**src/rtl/serial_frame_counter.sv**
```systemverilog
// serial_frame_counter: two-level bit/word counter with latched runtime terminals and boundary strobes
module serial_frame_counter #(
  parameter int BIT_W         = 3,
  parameter int WORD_W        = 4,
  parameter int HOLD_ON_STALL = 0,
  parameter int AUTO_RESTART  = 0
) (
  input  logic              clk,
  input  logic              rst,
  input  logic              start,
  input  logic              abort,
  input  logic              ena,
  input  logic [BIT_W-1:0]  bit_end,
  input  logic [WORD_W-1:0] word_end,
  output logic [BIT_W-1:0]  bit_cnt,
  output logic [WORD_W-1:0] word_cnt,
  output logic              busy,
  output logic              last_bit,
  output logic              last_word,
  output logic              word_tick,
  output logic              frame_done
);
  typedef enum logic {IDLE, RUN} state_t;
  state_t state, state_n;
  logic [BIT_W-1:0] bit_n, bit_end_q, bit_end_n;
  logic [WORD_W-1:0] word_n, word_end_q, word_end_n;
  logic tick_n, done_n, bit_wrap, word_wrap;
  assign bit_wrap = bit_cnt == bit_end_q;
  assign word_wrap = word_cnt == word_end_q;
  assign busy = state == RUN;
  assign last_bit = busy & bit_wrap;
  assign last_word = busy & word_wrap;
  always_ff @(posedge clk or posedge rst) begin
    if (rst) begin
      state <= IDLE;
      bit_cnt <= '0;
      word_cnt <= '0;
      bit_end_q <= '0;
      word_end_q <= '0;
      word_tick <= 1'b0;
      frame_done <= 1'b0;
    end else begin
      state <= state_n;
      bit_cnt <= bit_n;
      word_cnt <= word_n;
      bit_end_q <= bit_end_n;
      word_end_q <= word_end_n;
      word_tick <= tick_n;
      frame_done <= done_n;
    end
  end
  always_comb begin
    state_n = state;
    bit_n = bit_cnt;
    word_n = word_cnt;
    bit_end_n = bit_end_q;
    word_end_n = word_end_q;
    tick_n = 1'b0;
    done_n = 1'b0;
    if (state == IDLE) begin
      bit_n = '0;
      word_n = '0;
      if (start) begin
        state_n = RUN;
        bit_end_n = bit_end;
        word_end_n = word_end;
      end
    end else if (abort) begin
      state_n = IDLE;
      bit_n = '0;
      word_n = '0;
    end else if (ena) begin
      bit_n = bit_wrap ? '0 : bit_cnt + 1'b1;
      tick_n = bit_wrap;
      if (bit_wrap) begin
        word_n = word_wrap ? '0 : word_cnt + 1'b1;
        done_n = word_wrap;
      end
      if (bit_wrap && word_wrap) begin
        if (AUTO_RESTART != 0) begin
          bit_end_n = bit_end;
          word_end_n = word_end;
        end else begin
          state_n = IDLE;
        end
      end
    end else begin
      bit_n = (HOLD_ON_STALL != 0) ? bit_cnt : '0;
    end
  end
endmodule

```
**config.mk**
```make
export PLATFORM = sky130hd
export DESIGN_NAME = serial_frame_counter
export DESIGN_NICKNAME = d
export VERILOG_FILES = /design/src/rtl/serial_frame_counter.sv
export SDC_FILE = /design/constraint.sdc
export NUM_CORES = 1
export LEC_CHECK = 0
export ABC_AREA = 1
export BUFFER_PORTS_ARGS = -buffer_cell sky130_fd_sc_hd__clkbuf_2
export CAP_MARGIN = 15
export CORE_MARGIN = 3
export CORE_UTILIZATION = 40
export CTS_BUF_LIST = sky130_fd_sc_hd__clkbuf_16
export DETAILED_ROUTE_END_ITERATION = 12
export PLACE_DENSITY = 0.75
export SLEW_MARGIN = 20
export SYNTH_ARGS = -nofsm -noshare
export SYNTH_HDL_FRONTEND = slang
export SYNTH_SLANG_ARGS = --single-unit
export TNS_END_PERCENT = 30
```
**constraint.sdc**
```tcl
create_clock -name clk -period 3 [get_ports clk]
set_input_delay 0.45 -clock clk [delete_from_list [all_inputs] [get_ports clk]]
set_output_delay 0.45 -clock clk [all_outputs]
set_load 0.05 [all_outputs]
```
==> impl_metrics.csv, run 1 <==
group,metric,value,unit
clock_tree,root_buffer,"clkbuf_16",
setup_path,critPathKind,"reg -> out",
sta,setup_viol,0,
place,dp_hpwl,1.34,mm
logic_synthesis,ys_warn_count,0,
grt,overflow,0,
logic_synthesis,synth_mux_area_share,0,%
clock_tree,holdBufCountCts,0,
floorplan,chipHeight,53.5,microns
clock_tree,cts_num_sinks,17,
sta,period_needed,1.92,ns
setup_path,startpoint_type,"flop",
floorplan,num_rows,16,
routing,num_vias,770,
grt,grt_pass1_wl,2.95,mm
flow_run,maxCapViolations,0,
sta,max_freq,0.521,GHz
setup_path,rr_startpoint,"busy",
place,port_buffers,23,
sta,worst_slack,1.08,ns
routing,drt_iter0_markers,30,
finish,final_common_cell,"nand2_1",
logic_synthesis,avgSynthCellArea,7.72,sq um
sta,skew,0.00112,ns
logic_synthesis,yosys.area_share.simple,32.8,%
clock_tree,postCtsSetupRepairBufs,0,
setup_path,slowest_stage,"dfrtp_1",
setup_path,path_cells,"inv_1 > nand2_1 > nand2_1 > nor2_1 > nand2_1 > nor2_1 > clkbuf_2",
sta,grt_setup_unrepaired,"no",
logic_synthesis,seq_area_frac_synth,47.1,%
setup_path,startpoint,"bit_cnt[0]",
setup_path,crit_family,"flip-flops",
sta,hold_viol_final,0,
clock_tree,cts-resized-gates,0,
power,powerDensity,583,nW/um^2
logic_synthesis,synthesis.nets,131,
grt,groute.usage.overall,14.4,%
logic_synthesis,synth_xor_area_share,2.91,%
finish,post-route-util,55.2,%
floorplan,coreArea,2040,sq um
setup_path,cp_common_cell,"nand2_1",
logic_synthesis,yosys.area_share.adder,2.77,%
finish,area_growth,24.8,%
sta,slew_viol_final,0,
logic_synthesis,ys_types,19,
routing,drt_wl_total,1.82,mm
power,leakage,0.624,nW
floorplan,die_x,53.5,microns
setup_path,endpoint_kind,"output pin",
logic_synthesis,synth_area,903,sq um
routing,postRouteAntennaNets,0,
worst_hold_path,hold_class,"in -> async",
logic_synthesis,syn_inst,117,
sta,worstMarginPinSlew,0.633,ns
grt,antenna_found_initial,0,
clock_tree,htree_num_levels,1,
routing,drc_errors,0,
setup_path,cp.required,2.55,ns
sta,setup_tns,0,ns
clock_tree,clk_pin_slew,0.05,ns
sta,relSlewSlack,57.8,%
setup_path,critPathMaxFanout,6,
finish,drive_gt1_share,26.6,%
finish,fin_nets,158,
floorplan,dieArea,2860,sq um
logic_synthesis,synth-compound-area-share,5.12,%
setup_path,arrival,1.47,ns
finish,final_cell_mix,"nand2_1, clkbuf_2, nor2_1",
routing,wire_per_inst,10.7,microns
power,max-vdd-ir-drop,0.286,mV
place,gp_congestion,0.806,
logic_synthesis,ys_seq_elements,17,
clock_tree,clock_path_buffers,2,
place,post-place-ws,1.36,ns
clock_tree,cts_tree,"done",
sta,worst_hold_slack,0.264,ns
floorplan,start_util,44.2,%
routing,drtPass1Iterations,4,
routing,viasPerCell,4.53,
setup_path,path_buf_inv,2,
clock_tree,clock_latency,0.25,ns
sta,min_period_over_period,64.0,%
grt,grt_pass1_vias,713,
finish,antenna_cells,0,
floorplan,boundaryPins,24,
clock_tree,cts_buffers,3,
run_status,status,"complete, no violations",
grt,grt_max_degree,18,
logic_synthesis,synth_top_family_by_area,"simple AND/OR/NAND/NOR gates",
setup_path,critPathMaxStageDelay,0.43,ns
per-layer routing:
| layer | track usage (%) | vias up | share of wire [%] |
|---|---|---|---|
| li1 | - | 404 | - |
| met1 | 16.3 | 332 | 42 |
| met2 | 25.3 | 26 | 50 |
| met3 | 1.69 | 8 | 4.5 |
| met4 | 8.94 | 0 | 2.8 |
| met5 | 0 | - | 0 |
stage by stage:
step | cells | total power, W | cell area (sq um)
2_1_floorplan | 117 | 0.000366 | 903
3_3_place_gp | 166 | 0.000391 | 1050
3_5_place_dp | 166 | 0.000397 | 1050
4_1_cts | 170 | 0.000665 | 1130
5_1_grt | 170 | 0.000693 | 1130
6_report | 170 | 0.000657 | 1130
registers in the layout (all words and copies together), names as in the netlist:
name / count
busy: 1
word_tick: 1
word_cnt: 4
frame_done: 1
bit_cnt: 3
word_end_q: 4
bit_end_q: 3
worst paths after layout:
path / endpoint / slack, ns / depth (start not counted)
max: last_bit / 1.08 / 7
min: bit_cnt[2] / 0.26 / 2
max reg2reg: word_end_q[2] / 1.75 / 4
min reg2reg: bit_end_q[2] / 0.54 / 2
max in group asynchronous: word_tick / 2.33 / 2
min in group clk: bit_end_q[2] / 0.45 / 3
cells by family (layout without fill, tap and decap cells):
group,Yosys count,after routing
DFF,17,17
and+or+nand+nor,65,65
xor gates and xnor gates,3,3
AOI/OAI and AO/OA,8,8
adders and majority gates,2,2
buffers and inverters,22,48
Yosys cell counts:
| library cell | number | area, sq um |
|---|---|---|
| a21oi_1 | 7 | 35.0 |
| buf_2 | 1 | 5.00 |
| clkinv_1 | 1 | 3.75 |
| dfrtp_1 | 17 | 425 |
| ha_1 | 2 | 25.0 |
| inv_1 | 17 | 63.8 |
| inv_2 | 3 | 11.3 |
| nand2_1 | 33 | 124 |
| nand2_2 | 3 | 18.8 |
| nand3_1 | 5 | 25.0 |
| nand4_1 | 1 | 6.26 |
| nand4_4 | 1 | 21.3 |
| nor2_1 | 18 | 67.6 |
| nor2_2 | 1 | 6.26 |
| nor2_4 | 2 | 22.5 |
| nor3_1 | 1 | 5.00 |
| o21bai_2 | 1 | 11.3 |
| xnor2_1 | 2 | 17.5 |
| xor2_1 | 1 | 8.76 |
layout make-up:
cell class | count | area, sq um
sequential | 17 | 425
fill | 206 | 915
clock buffer | 3 | 75.1
timing repair buffer | 23 | 115
clock inverter | 1 | 5.00
tap | 27 | 33.8
inverter | 21 | 78.8
multi-input combinational | 78 | 394
power by group:
part	internal [W]	switching (W)	total, W
combinational	0.0000381	0.0000894	0.000128
sequential	0.000253	0.0000145	0.000267
clock	0.000178	0.0000838	0.000262
worst reg2reg max path, stage by stage, from the launching register on:
cell and delay, ns:
dfrtp_1 0.37, inv_1 0.17, nand2_1 0.33, nor2_1 0.18, a21oi_1 0.06
(Power assumes the default switching activity.)
==> run 2, diff against run 1 <==
--- a/config.mk
+++ b/config.mk
@@ -12,7 +12,7 @@
 export CORE_UTILIZATION = 40
 export CTS_BUF_LIST = sky130_fd_sc_hd__clkbuf_16
 export DETAILED_ROUTE_END_ITERATION = 12
-export PLACE_DENSITY = 0.75
+export PLACE_DENSITY = 0.78
 export SLEW_MARGIN = 20
 export SYNTH_ARGS = -nofsm -noshare
 export SYNTH_HDL_FRONTEND = slang
==> constraint.sdc (replaced) <==
create_clock -name clk -period 1.6 [get_ports clk]
set_input_delay 0.24 -clock clk [delete_from_list [all_inputs] [get_ports clk]]
set_output_delay 0.24 -clock clk [all_outputs]
set_load 0.05 [all_outputs]
==> run 2 against run 1 <==
Power up 91%. Die area unchanged. First-iteration DRC count down 37%. Clock-buffer cell count unchanged. Sequential cell count unchanged. Highest routed layer unchanged.
==> impl_metrics.csv, run 2 (synthesis results as in run 1) <==
group,metric,value,unit
setup_path,endpoint_kind,"output pin",
power,max-vdd-ir-drop,0.720,mV
grt,grt_pass1_wl,3.20,mm
routing,num_vias,807,
worst_hold_path,hold_class,"in -> async",
power,powerDensity,1040,nW/um^2
setup_path,crit_end,"last_word",
power,finalPower,0.00126,W
finish,final_common_cell,"nand2_1",
setup_path,reg2reg_to,"word_end_q[1]",
floorplan,coreArea,2040,sq um
routing,drc_errors,0,
floorplan,start_util,44.2,%
flow_run,maxCapViolations,0,
setup_path,startpoint_type,"flop",
routing,drt_wl_total,1.97,mm
sta,skew,0.00177,ns
sta,slew_viol_final,0,
finish,fin_area,1200,sq um
setup_path,worst-path-stages,7,
setup_path,path_cells,"inv_1 > nand2_1 > nand2_1 > nor2_2 > nand2_2 > nor2_4 > buf_8",
clock_tree,clk_pin_slew,0.05,ns
floorplan,chipHeight,53.5,microns
sta,max_freq,0.640,GHz
sta,hold_viol_final,0,
clock_tree,cts_num_sinks,17,
finish,final_cell_mix,"nand2_1, clkbuf_2, inv_1",
place,place_inst,166,
setup_path,cp_common_cell,"nand2_1",
place,port_buffers,23,
setup_path,slowest_stage,"dfrtp_1",
finish,antenna_cells,0,
place,dp_hpwl,1.40,mm
routing,wire_per_inst,11.3,microns
floorplan,boundaryPins,24,
floorplan,dieArea,2860,sq um
clock_tree,root_buffer,"clkbuf_16",
grt,grt_max_degree,18,
clock_tree,clock_path_buffers,2,
clock_tree,clock_latency,0.25,ns
setup_path,crit_family,"flip-flops",
grt,antenna_found_initial,0,
setup_path,arrival,1.32,ns
setup_path,rrSetupSlack,0.24,ns
floorplan,num_rows,16,
grt,grt_pass1_vias,753,
finish,instances_no_fill,174,
clock_tree,cts_buffers,3,
clock_tree,cts_tree,"done",
setup_path,critPathMaxStageDelay,0.43,ns
setup_path,critPathMaxFanout,5,
sta,setup_viol,0,
sta,worst_hold_slack,0.0500,ns
routing,viasPerCell,4.64,
setup_path,startpoint,"word_cnt[3]",
finish,fin_nets,162,
routing,postRouteAntennaNets,0,
place,post_dp_cell_area,1060,sq um
sta,relSlewSlack,57.3,%
finish,reg_top3,"word_cnt: 4 flops, word_end_q: 4 flops",
grt,overflow,0,
sta,worstMarginPinSlew,0.640,ns
routing,drtPass1Iterations,4,
place,gp_congestion,0.874,
finish,area_growth,33.1,%
setup_path,critPathKind,"reg -> out",
clock_tree,holdBufCountCts,0,
setup_path,path_buf_inv,2,
setup_path,r2r_cells,4,
finish,drive_gt1_share,33.3,%
grt,groute.usage.overall,15.7,%
setup_path,rr_startpoint,"busy",
sta,period_needed,1.56,ns
clock_tree,htree_num_levels,1,
setup_path,cp.required,1.36,ns
run_status,status,"complete, no violations",
power,leakage,0.645,nW
floorplan,die_x,53.5,microns
sta,min_period_over_period,97.6,%
routing,drt_iter0_markers,19,
run 2: timing repair:
item | CTS | global route
pin swaps | 0 | 2
setup buffers | 1 | 3
setup endpoints to repair | 2 | 2
gates resized for setup | 4 | 7
run 2: through the flow:
stage	utilization, %	TNS [ns]	setup WS, ns
final	58.9	0	0.0387
after global routing	58.9	-0.0158	-0.0158
after CTS	57.2	-0.00298	-0.00298
after detailed placement	52.1	0	0.160
after global placement	52.1	0	0.177
after floorplan	-	-0.0164	-0.0164
run 2: layer usage:
metal  track usage, %  up-vias  wire, microns
met2             26.1       26           1030
met4             8.09        0             47
met3             2.82        5             91
met5                0        -              0
met1             19.3      363            802
li1                 -      413              -
run 2: worst min-delay path by stage:
| stage | slack, ns | from | endpoint |
|---|---|---|---|
| 2_1_floorplan | 0.17 | rst | bit_cnt[0] |
| 3_3_place_gp | 0.33 | rst | bit_end_q[2] |
| 3_5_place_dp | 0.34 | rst | bit_end_q[2] |
| 4_1_cts | 0.07 | rst | bit_end_q[2] |
| 5_1_grt | 0.13 | rst | bit_cnt[2] |
| 6_report | 0.05 | rst | bit_cnt[2] |
run 2: report_power, final:
| group | leakage [nW] | switching, W | internal [W] | total (W) |
|---|---|---|---|---|
| sequential | 0.209 | 0.0000237 | 0.000474 | 0.000498 |
| combinational | 0.394 | 0.000181 | 0.0000836 | 0.000265 |
| clock | 0.0423 | 0.000162 | 0.000332 | 0.000494 |
| total | 0.645 | 0.000367 | 0.000889 | 0.00126 |
run 2: final cells by class:
cell class	count	area (sq um)
Timing Repair Buffer	27	165
Clock buffer	3	75.1
Sequential cell	17	429
Tap cell	27	33.8
Multi-Input combinational cell	78	417
Fill cell	192	840
Inverter	21	78.8
Clock inverter	1	3.75
